### src/rtl/nuc_pkg.sv
// Shared nucleotide definitions for the sampler / estimator pair.
// Codes, the per-mille scale and the estimator FSM states live here.
package nuc_pkg;

   localparam logic [1:0] NUC_A = 2'b00;
   localparam logic [1:0] NUC_C = 2'b01;
   localparam logic [1:0] NUC_G = 2'b10;
   localparam logic [1:0] NUC_T = 2'b11;

   localparam int PERMILLE = 1000;
   localparam int PROB_W   = 10;

   typedef enum logic [1:0] {
      S_COLLECT = 2'd0,
      S_DIVIDE  = 2'd1,
      S_HOLD    = 2'd2
   } est_state_t;

endpackage

### src/rtl/nuc_freq_estimator_if.sv
// Sample-in / result-out handshake bundle for nuc_freq_estimator.
// The slave modport is the estimator and the master modport is its environment.
interface nuc_freq_estimator_if;
   import nuc_pkg::*;

   logic              in_valid;
   logic              in_ready;
   logic [1:0]        in_nuc;
   logic              out_valid;
   logic              out_ready;
   logic [PROB_W-1:0] prob_A;
   logic [PROB_W-1:0] prob_C;
   logic [PROB_W-1:0] prob_G;
   logic [PROB_W-1:0] prob_T;
   logic              busy;

   modport slave (
      input  in_valid, in_nuc, out_ready,
      output in_ready, out_valid, prob_A, prob_C, prob_G, prob_T, busy
   );

   modport master (
      output in_valid, in_nuc, out_ready,
      input  in_ready, out_valid, prob_A, prob_C, prob_G, prob_T, busy
   );

endinterface

### src/rtl/nuc_div_serial.sv
// Restoring divider that produces a fixed-width quotient, one bit per clock edge.
// The start edge already resolves the MSB, so a full quotient takes QUOT_W edges.
module nuc_div_serial
   import nuc_pkg::*;
#(
   parameter int DEN_W = 10,
   parameter int NUM_W = DEN_W + PROB_W
) (
   input  logic              clk,
   input  logic              reset,
   input  logic              start,
   input  logic [NUM_W-1:0]  num,
   input  logic [DEN_W-1:0]  den,
   output logic              busy,
   output logic              done,
   output logic [PROB_W-1:0] quot
);

   localparam int QUOT_W = PROB_W;

   logic [DEN_W-1:0]  rem;
   logic [QUOT_W-1:0] low;
   logic [3:0]        steps;

   logic [DEN_W-1:0]  rem_in;
   logic              bit_in;
   logic [DEN_W:0]    trial;
   logic              fits;
   logic [DEN_W-1:0]  rem_next;

   // The caller guarantees num < den * 2**QUOT_W, so the top DEN_W bits are already below den.
   always_comb begin
      rem_in   = busy ? rem : num[NUM_W-1:QUOT_W];
      bit_in   = busy ? low[QUOT_W-1] : num[QUOT_W-1];
      trial    = {rem_in, bit_in};
      fits     = (trial >= {1'b0, den});
      rem_next = fits ? DEN_W'(trial - {1'b0, den}) : trial[DEN_W-1:0];
   end

   always_ff @(posedge clk) begin
      if (reset) begin
         rem   <= '0;
         low   <= '0;
         steps <= '0;
         busy  <= 1'b0;
         done  <= 1'b0;
         quot  <= '0;
      end else begin
         done <= 1'b0;
         if (busy) begin
            rem   <= rem_next;
            low   <= {low[QUOT_W-2:0], 1'b0};
            quot  <= {quot[QUOT_W-2:0], fits};
            steps <= steps + 4'd1;
            if (steps == 4'(QUOT_W - 1)) begin
               busy <= 1'b0;
               done <= 1'b1;
            end
         end else if (start) begin
            rem   <= rem_next;
            low   <= {num[QUOT_W-2:0], 1'b0};
            quot  <= {{(QUOT_W-1){1'b0}}, fits};
            steps <= 4'd1;
            busy  <= 1'b1;
         end
      end
   end

endmodule

### src/rtl/nuc_freq_estimator.sv
// Counts nucleotides over a window of WINDOW samples and reports per-mille probabilities.
// A, C and G are truncated quotients; T takes the residue so the four always sum to 1000.
module nuc_freq_estimator
   import nuc_pkg::*;
#(
   parameter int WINDOW = 1000
) (
   input  logic                  clk,
   input  logic                  reset,
   nuc_freq_estimator_if.slave   bus
);

   localparam int CNT_W = $clog2(WINDOW + 1);
   localparam int NUM_W = CNT_W + PROB_W;

   est_state_t        state;
   logic [CNT_W-1:0]  cnt_a, cnt_c, cnt_g, cnt_t, sample_cnt;
   logic [1:0]        sel;
   logic [PROB_W-1:0] q_a, q_c;
   logic [PROB_W-1:0] prob_a, prob_c, prob_g, prob_t;
   logic              out_valid;

   logic              div_start, div_busy, div_done;
   logic [PROB_W-1:0] div_quot;
   logic [1:0]        div_idx;
   logic [CNT_W-1:0]  div_cnt;
   logic [NUM_W-1:0]  div_num;
   logic [PROB_W:0]   sum3, prob_t_next;
   logic              in_ready, accept;

   assign in_ready = (state == S_COLLECT);
   assign accept   = bus.in_valid && in_ready;

   // A division finishing and the next one starting share an edge, so the operand looks one ahead.
   always_comb begin
      div_idx = div_done ? sel + 2'd1 : sel;
      case (div_idx)
         2'd0:    div_cnt = cnt_a;
         2'd1:    div_cnt = cnt_c;
         2'd2:    div_cnt = cnt_g;
         default: div_cnt = cnt_t;
      endcase
      div_num     = NUM_W'(div_cnt) * NUM_W'(PERMILLE);
      div_start   = (state == S_DIVIDE) && !div_busy && !(div_done && sel == 2'd2);
      sum3        = (PROB_W+1)'(q_a) + (PROB_W+1)'(q_c) + (PROB_W+1)'(div_quot);
      prob_t_next = (PROB_W+1)'(PERMILLE) - sum3;
   end

   nuc_div_serial #(.DEN_W(CNT_W), .NUM_W(NUM_W)) u_div (
      .clk   (clk),
      .reset (reset),
      .start (div_start),
      .num   (div_num),
      .den   (CNT_W'(WINDOW)),
      .busy  (div_busy),
      .done  (div_done),
      .quot  (div_quot)
   );

   always_ff @(posedge clk) begin
      if (reset) begin
         state      <= S_COLLECT;
         cnt_a      <= '0;
         cnt_c      <= '0;
         cnt_g      <= '0;
         cnt_t      <= '0;
         sample_cnt <= '0;
         sel        <= 2'd0;
         q_a        <= '0;
         q_c        <= '0;
         prob_a     <= '0;
         prob_c     <= '0;
         prob_g     <= '0;
         prob_t     <= '0;
         out_valid  <= 1'b0;
      end else begin
         case (state)
            S_COLLECT: begin
               if (accept) begin
                  case (bus.in_nuc)
                     NUC_A:   cnt_a <= cnt_a + 1'b1;
                     NUC_C:   cnt_c <= cnt_c + 1'b1;
                     NUC_G:   cnt_g <= cnt_g + 1'b1;
                     default: cnt_t <= cnt_t + 1'b1;
                  endcase
                  if (sample_cnt == CNT_W'(WINDOW - 1)) begin
                     sample_cnt <= '0;
                     sel        <= 2'd0;
                     state      <= S_DIVIDE;
                  end else begin
                     sample_cnt <= sample_cnt + 1'b1;
                  end
               end
            end
            S_DIVIDE: begin
               if (div_done) begin
                  case (sel)
                     2'd0: begin
                        q_a <= div_quot;
                        sel <= 2'd1;
                     end
                     2'd1: begin
                        q_c <= div_quot;
                        sel <= 2'd2;
                     end
                     default: begin
                        prob_a    <= q_a;
                        prob_c    <= q_c;
                        prob_g    <= div_quot;
                        prob_t    <= prob_t_next[PROB_W-1:0];
                        out_valid <= 1'b1;
                        state     <= S_HOLD;
                     end
                  endcase
               end
            end
            S_HOLD: begin
               if (bus.out_ready) begin
                  out_valid <= 1'b0;
                  cnt_a     <= '0;
                  cnt_c     <= '0;
                  cnt_g     <= '0;
                  cnt_t     <= '0;
                  state     <= S_COLLECT;
               end
            end
            default: state <= S_COLLECT;
         endcase
      end
   end

   assign bus.in_ready  = in_ready;
   assign bus.out_valid = out_valid;
   assign bus.prob_A    = prob_a;
   assign bus.prob_C    = prob_c;
   assign bus.prob_G    = prob_g;
   assign bus.prob_T    = prob_t;
   assign bus.busy      = (state != S_COLLECT);

endmodule

### src/flat_wrapper.sv
// flat-port wrapper written by rule: the top's interface ports become plain ports
module nuc_freq_estimator_flat import nuc_pkg::*;
#(
   parameter int WINDOW = 1000
)
  (clk, reset, bus_in_valid, bus_in_nuc, bus_out_ready, bus_in_ready, bus_out_valid, bus_prob_A, bus_prob_C, bus_prob_G, bus_prob_T, bus_busy);
  nuc_freq_estimator_if bus_i ();
  input  logic clk;
  input  logic reset;
  input wire logic [$bits(bus_i.in_valid)-1:0] bus_in_valid;
  input wire logic [$bits(bus_i.in_nuc)-1:0] bus_in_nuc;
  input wire logic [$bits(bus_i.out_ready)-1:0] bus_out_ready;
  output wire logic [$bits(bus_i.in_ready)-1:0] bus_in_ready;
  output wire logic [$bits(bus_i.out_valid)-1:0] bus_out_valid;
  output wire logic [$bits(bus_i.prob_A)-1:0] bus_prob_A;
  output wire logic [$bits(bus_i.prob_C)-1:0] bus_prob_C;
  output wire logic [$bits(bus_i.prob_G)-1:0] bus_prob_G;
  output wire logic [$bits(bus_i.prob_T)-1:0] bus_prob_T;
  output wire logic [$bits(bus_i.busy)-1:0] bus_busy;
  assign bus_i.in_valid = bus_in_valid;
  assign bus_i.in_nuc = bus_in_nuc;
  assign bus_i.out_ready = bus_out_ready;
  assign bus_in_ready = bus_i.in_ready;
  assign bus_out_valid = bus_i.out_valid;
  assign bus_prob_A = bus_i.prob_A;
  assign bus_prob_C = bus_i.prob_C;
  assign bus_prob_G = bus_i.prob_G;
  assign bus_prob_T = bus_i.prob_T;
  assign bus_busy = bus_i.busy;
  nuc_freq_estimator #(.WINDOW(WINDOW)) u_core (.clk(clk), .reset(reset), .bus(bus_i));
endmodule
### config.mk
export PLATFORM = sky130hd
export DESIGN_NAME = nuc_freq_estimator_flat
export DESIGN_NICKNAME = d
export VERILOG_FILES = /design/src/rtl/nuc_pkg.sv /design/src/rtl/nuc_freq_estimator_if.sv /design/src/rtl/nuc_div_serial.sv /design/src/rtl/nuc_freq_estimator.sv /design/src/flat_wrapper.sv
export SDC_FILE = /design/constraint.sdc
export NUM_CORES = 1
export LEC_CHECK = 0
export ABC_AREA = 1
export BUFFER_PORTS_ARGS = -buffer_cell sky130_fd_sc_hd__buf_2
export CAP_MARGIN = 20
export CORE_MARGIN = 4
export CORE_UTILIZATION = 25
export CTS_CLUSTER_DIAMETER = 30
export DETAILED_ROUTE_END_ITERATION = 10
export GPL_TIMING_DRIVEN = 0
export HOLD_SLACK_MARGIN = 0.08
export MAX_ROUTING_LAYER = met4
export SLEW_MARGIN = 10
export SYNTH_ARGS = -nofsm -noshare
export SYNTH_HDL_FRONTEND = slang
export SYNTH_HIERARCHICAL = 1
export SYNTH_SLANG_ARGS = --single-unit
### constraint.sdc
create_clock -name clk -period 8 [get_ports clk]
set_clock_uncertainty 0.1 [all_clocks]
set_input_delay 1.2 -clock clk [delete_from_list [all_inputs] [get_ports clk]]
set_output_delay 1.2 -clock clk [all_outputs]
set_load 0.05 [all_outputs]
=== Yosys cells after proc, flatten, opt, wreduce, memory -nomap -nowiden ===
Cells that the tools add are included.

* Add/subtract/negate cells: 11
* Multiply operators: 1
* Divide/modulo/power cells: 0
* $lt $le $gt $ge: 1
* Equal/unequal tests: 20
* Shift-type cells: 0
* Multiplexer cells: 46
* Bitwise gates (word level): 2
* Reductions and logical operators: 29

{| class="wikitable"
|+ Operators with widths
! kind !! number
|-
| $mux W10 || 18
|-
| $pmux W10 S2 || 4
|-
| $add A10 B1 Y10 const B || 5
|-
| $pmux W10 S3 || 1
|-
| $add A10 B10 Y10 || 2
|-
| $reduce_and A4 Y1 || 5
|-
| $mux W2 || 9
|-
| $ne A2 B2 Y1 const B || 9
|-
| $mul A10 B7 Y17 const B || 1
|-
| $ge A11 B10 Y1 const B || 1
|-
| $eq A10 B10 Y1 const B || 1
|-
| $reduce_and A5 Y1 || 2
|-
| $reduce_bool A2 Y1 || 5
|-
| $sub A10 B10 Y10 const A || 1
|-
| $sub A10 B10 Y10 const B || 1
|-
| $reduce_and A3 Y1 || 3
|-
| $eq A2 B1 Y1 const B || 4
|-
| $eq A2 B2 Y1 const B || 4
|-
| $logic_not A2 Y1 || 4
|-
| $mux W1 || 8
|-
| $mux W4 || 2
|-
| $pmux W2 S2 || 2
|-
| $pmux W2 S3 || 1
|-
| $add A4 B1 Y4 const B || 1
|-
| 10 further kinds || 16
|}

* Register bits: 150
* Latch bits: 0
* Bits in writable memories: 0
* Bits in read-only memories: 0
* Input bits: 6
* Output and inout bits: 43
* Word-level logic and storage cells: 130
* Memories kept: 0

=== Longest topological paths before layout ===
* Depth after elaboration: 10
* Depth in mapped cells: 35
* Gate-level depth less buffers: 35

=== Cells and area by module ===
The synthesis kept the hierarchy.

{| class="wikitable"
|+ By module, submodules not included
! module !! times used !! cells each !! area each (µm²) !! sequential area each (µm²)
|-
| nuc_freq_estimator || 1 || 1090 || 7945.1 || 2302.2
|-
| nuc_div_serial || 1 || 332 || 2224.6 || 700.7
|}

=== Worst setup path before layout ===
No wires, ideal clock.

* Path type: register to register
* Start: register u_core.sel[0]
* End: register u_core.u_div.quot[0]
* Setup time: 0.114 ns
* Arrival: 5.919 ns
* Required time: 7.786 ns
* Path slack: 1.867 ns
* Cell stages (with the launch flop): 32
* Buffers on the path: 0
* Period minus slack after synthesis: 6.133 ns
* Path through: dfxtp_1 inv_1 ha_1 nand2_1 o21ai_1 nand2_1 o21ai_0 inv_1 fa_1 inv_1 fa_1 inv_1 fa_1 ha_1 ha_1 a21oi_1 o21ai_0 nand3b_1 xor2_1 nand2_1 nand2_1 ha_1 nand2_1 inv_1 a21oi_1 nand2_2 nand2_4 nand2_4 inv_4 nand2_1 o211ai_2 inv_1

* Word-level cells in the longest chain between the ends: 9
* Elaborated cells on any way between the ends: 17
* Those cells by class: add/sub: 1; mul: 1; order compare: 1; eq/ne: 3; mux: 6; reduce/logical: 5

{| class="wikitable"
|+ RTL lines
! what !! RTL line !! text
|-
| start, declared || nuc_freq_estimator.sv:18 || <nowiki>logic [1:0] sel;</nowiki>
|-
| start signal, assigned || nuc_freq_estimator.sv:68 || <nowiki>sel <= 2'd0;</nowiki>
|-
| start signal, assigned || nuc_freq_estimator.sv:88 || <nowiki>sel <= 2'd0;</nowiki>
|-
| start signal, assigned || nuc_freq_estimator.sv:100 || <nowiki>sel <= 2'd1;</nowiki>
|-
| $add A2 B1 Y2 || nuc_freq_estimator.sv:36 || <nowiki>div_idx = div_done ? sel + 2'd1 : sel;</nowiki>
|-
| $mux W2 (*) || nuc_freq_estimator.sv:36 ||
|-
| $eq A2 B2 Y1, or another cell as far along || nuc_freq_estimator.sv:37 || <nowiki>case (div_idx)</nowiki>
|-
| $pmux W10 S3 (*) || nuc_freq_estimator.sv:37 ||
|-
| $mul A10 B7 Y17 (*) || nuc_freq_estimator.sv:43 || <nowiki>div_num = NUM_W'(div_cnt) * NUM_W'(PERMILLE);</nowiki>
|-
| via u_core.div_num[15] || nuc_freq_estimator.sv:27 || <nowiki>logic [NUM_W-1:0] div_num;</nowiki>
|-
| $mux W10 (*) || nuc_div_serial.sv:33 || <nowiki>rem_in = busy ? rem : num[NUM_W-1:QUOT_W];</nowiki>
|-
| $ge A11 B10 Y1 (*) || nuc_div_serial.sv:36 || <nowiki>fits = (trial >= {1'b0, den});</nowiki>
|-
| $mux W10 || nuc_div_serial.sv:59 || <nowiki>end else if (start) begin</nowiki>
|-
| $mux W10 (*) || nuc_div_serial.sv:50 || <nowiki>if (busy) begin</nowiki>
|-
| end signal, assigned || nuc_div_serial.sv:53 || <nowiki>quot <= {quot[QUOT_W-2:0], fits};</nowiki>
|-
| end signal, assigned || nuc_div_serial.sv:62 || <nowiki>quot <= {{(QUOT_W-1){1'b0}}, fits};</nowiki>
|-
| end, declared || nuc_div_serial.sv:16 || <nowiki>output logic [PROB_W-1:0] quot</nowiki>
|}

The timed path passes the listed nets; every way through them passes the cells marked *. The select of a mux whose other input is x is not followed.
A chain may end at the register's enable or synchronous reset.

=== Worst setup path in the final report ===
* Start: register u_core.sel[0]
* End: register u_core.u_div.rem[1]

* Word-level cells in the longest chain between the ends: 10
* Elaborated cells on any way between the ends: 19
* Those cells by class: add/sub: 2; mul: 1; order compare: 1; eq/ne: 3; mux: 7; reduce/logical: 5

{| class="wikitable"
|+ RTL lines
! what !! RTL line !! text
|-
| $add A2 B1 Y2 || nuc_freq_estimator.sv:36 ||
|-
| $mux W2 (*) || nuc_freq_estimator.sv:36 ||
|-
| $eq A2 B2 Y1, or another cell as far along || nuc_freq_estimator.sv:37 ||
|-
| $pmux W10 S3 (*) || nuc_freq_estimator.sv:37 ||
|-
| $mul A10 B7 Y17 (*) || nuc_freq_estimator.sv:43 ||
|-
| via u_core.div_num[15] || nuc_freq_estimator.sv:27 ||
|-
| $mux W10 (*) || nuc_div_serial.sv:33 ||
|-
| $ge A11 B10 Y1 (*) || nuc_div_serial.sv:36 ||
|-
| $mux W10 (*) || nuc_div_serial.sv:37 || <nowiki>rem_next = fits ? DEN_W'(trial - {1'b0, den}) : trial[DEN_W-1:0];</nowiki>
|-
| $mux W10 || nuc_div_serial.sv:59 ||
|-
| $mux W10 (*) || nuc_div_serial.sv:50 ||
|-
| end signal, assigned || nuc_div_serial.sv:51 || <nowiki>rem <= rem_next;</nowiki>
|-
| end signal, assigned || nuc_div_serial.sv:60 || <nowiki>rem <= rem_next;</nowiki>
|-
| end, declared || nuc_div_serial.sv:21 || <nowiki>logic [DEN_W-1:0] rem;</nowiki>
|}

Marked as above.

==> reports/qor.yml <==
finalHoldViolCount: 0
rsz0062_at_grt: "no"
fin_crit_ns: 7.11
setup_viol: 0
core_area_um2: 40000
avgSynthCellArea_um2: 7.15
ys_seq_elements: 150
synth_top_family_by_area: "simple AND/OR/NAND/NOR gates"
area_growth_pct: 14.5
rows: 73
finalSetupTns_ns: 0
post-route-drc-count: 0
die_h_um: 210
p_per_area_nw_per_um2: 136
netSwitchingPower_mw: 0.386
clk_pin_slew_ns: 0.07
grt_usage: 0.121
synth-simple-area-share: 0.269
grt_pass1_vias: 8917
critical_path.endpoint_type: "flop"
synth_top_area_share: 0.295
clkPwrFrac: 0.480
fin_hold_ws_ns: 0.338
yosysUniqueCellTypes: 50
status: "completed"
wl_per_cell_um: 12.7
gr-total-overflow: 0
dr.pass1.iters: 5
final_nets: 1626
ir_drop_mv: 0.162
slew_violations: 0
grt_start_max_net_pins: 17
fmax_mhz: 141
drive_gt1_frac: 0.0880
ant_nets: 0
place_area_um2: 11100
root_buffer: "clkbuf_16"
synth_fa_ha_area_frac: 0.176
drt_iter0_markers: 569
post-route-period-util: 0.889
clk_latency_ns: 0.42
maxSlewHeadroom: 0.289
cts_tree: "done"
antenna_found_initial: 0
ys_warn_count: 6
yosysMostFrequentCell: "nand2_1"
critical-path-max-stage-delay_ns: 0.69
cts_buffers: 17
seq_area_frac_synth: 0.295
place_inst: 2006
pwr-share-comb: 0.046
max_cap_violations: 0
die-area_um2: 44000
crit_top_cell: "nand2_1"
dpl.hpwl_um: 19900
wl_um: 25800
synthMuxAreaShare: 0.000984
pin_count: 49
crit_required_ns: 8.21
syn_inst: 1422
stdcell_area_um2: 11600
cp.arrival_ns: 7.32
netSwitchingFraction: 0.243
fill_cells: 4359
synth_area_um2: 10200
leakagePower_nw: 5.45
initial_core_util: 0.254
intPower_mw: 1.20
crit_type: "reg2reg"
grt_pass1_wl_um: 43400
worstMarginPinSlew_ns: 1.06
synth_compound_area_frac: 0.130
yosys-top-cells-area: "dfxtp_1 30%, nand2_1 12%, ha_1 10%, fa_1 7.7%, inv_1 7.7%"
post_cts_buffers: 0
num_antenna_cells: 0
p_seq_frac: 0.474
ctsResizeCount: 0
async_reset_ff_frac: 0
startpoint_type: "flop"
synth_commonest_cells: "312 x nand2_1, 208 x inv_1, 150 x dfxtp_1, 143 x nor2_1, 102 x a21oi_1"
worst_path_max_delay_cell: "o21ai_0"
cp_max_fo: 10
clkSinkCount: 150
portBuffers: 48
vias: 9354
die_w_um: 210
avgViaCountPerCell: 4.59
synth-main-ff-cell: "dfxtp_1"
clock_path_buffers: 2
synth_xor_xnor_area_share: 0.0258
fin_cells: 2037
place_congestion: 0.888
synth_edf_count: 0
multiInputGateArea_um2: 6180
regArea_um2: 3000
yosys.area.top_type: "dfxtp_1"
htreeDepth: 4
hp-class: "reg2reg"
cts_hold_buf: 0
## cells in the final DEF, fill, tap and decap left out, types with 13 or more instances in the layout
cell / n
inv_1: 208
conb_1: 13
a22oi_1: 17
nand2_1: 312
clkbuf_1: 28
nand3_1: 86
o21ai_0: 83
a21oi_1: 102
clkbuf_16: 17
ha_1: 81
buf_2: 61
nand4_1: 36
xor2_1: 22
dfxtp_1: 150
fa_1: 39
nor2_1: 143
## cell families (layout without fill, tap and decap cells)
family / after synthesis / in the layout
fa+ha+maj: 120 / 120
flops: 150 / 150
buf+inv: 259 / 338
simple gates: 622 / 622
mux: 1 / 1
other cells: 2 / 13
compound gates: 238 / 238
xor+xnor: 30 / 30
## registers in the layout, indices dropped and copies added, names as in the netlist, 2 cells and up
name / flops
u_core/cnt_t: 10
u_core/cnt_g: 10
u_core/bus.prob_G: 10
u_core/u_div/low: 9
u_core/u_div/rem: 10
u_core/cnt_c: 10
u_core/bus.prob_A: 10
u_core/u_div/steps: 4
u_core/q_a: 10
u_core/bus.prob_C: 10
u_core/bus.prob_T: 10
u_core/q_c: 10
u_core/cnt_a: 10
u_core/sel: 2
u_core/sample_cnt: 10
u_core/state: 2
u_core/u_div/quot: 10
## per-layer routing
| metal | wire length (µm) | GRT usage |
|---|---|---|
| met1 | 12200 | 0.155 |
| met2 | 12100 | 0.199 |
| met3 | 1260 | 0.0218 |
| met4 | 335 | 0.0299 |
| met5 | 0 | - |
## power by group through the flow
stage | logic (mW) | clock network [mW] | registers (mW)
after floorplan | 0.0517 | 0 | 0.768
after global placement | 0.0722 | 0 | 0.769
after detailed placement | 0.0727 | 0 | 0.769
after CTS | 0.0733 | 0.781 | 0.752
after global routing | 0.0832 | 0.807 | 0.753
final | 0.0734 | 0.761 | 0.753
## final cells by class
type | count | share of cell area
clock inverters | 9 | 0.00806
well taps | 525 | 0.0564
clock buffers | 22 | 0.0381
inverters | 216 | 0.0705
flip-flops and latches | 150 | 0.258
plain buffers | 43 | 0.0182
multi-input cells | 1024 | 0.530
repair buffers | 48 | 0.0206
## worst max-delay path: cells and delay by family (launching register included)
kind / cells / cell delay (ns)
adder cells (fa/ha/maj): 7 / 2.88
flip-flops: 1 / 0.35
AO/OA/AOI/OAI: 5 / 1.47
buffers and inverters: 6 / 0.69
XOR/XNOR: 1 / 0.15
AND/OR/NAND/NOR: 12 / 1.35
## worst paths after layout
check / startpoint / to / slack [ns] / cells past startpoint
max: u_core/sel[0] / u_core/u_div/rem[1] / 0.89 / 31
min: u_core/u_div/steps[2] / u_core/u_div/steps[2] / 0.34 / 1
max reg2reg: u_core/sel[0] / u_core/u_div/rem[1] / 0.89 / 31
min reg2reg: u_core/u_div/steps[2] / u_core/u_div/steps[2] / 0.34 / 1
## stage by stage
| stage | setup slack [ns] | util | power [mW] |
|---|---|---|---|
| finish | 0.888 | 0.291 | 1.59 |
| global route | 0.326 | 0.291 | 1.64 |
| floorplan | 1.87 | - | 0.820 |
| global placement | 0.897 | 0.278 | 0.841 |
| detailed placement | 0.877 | 0.278 | 0.842 |
| CTS | 0.845 | 0.291 | 1.61 |
Power figures use the tool's default switching activity.
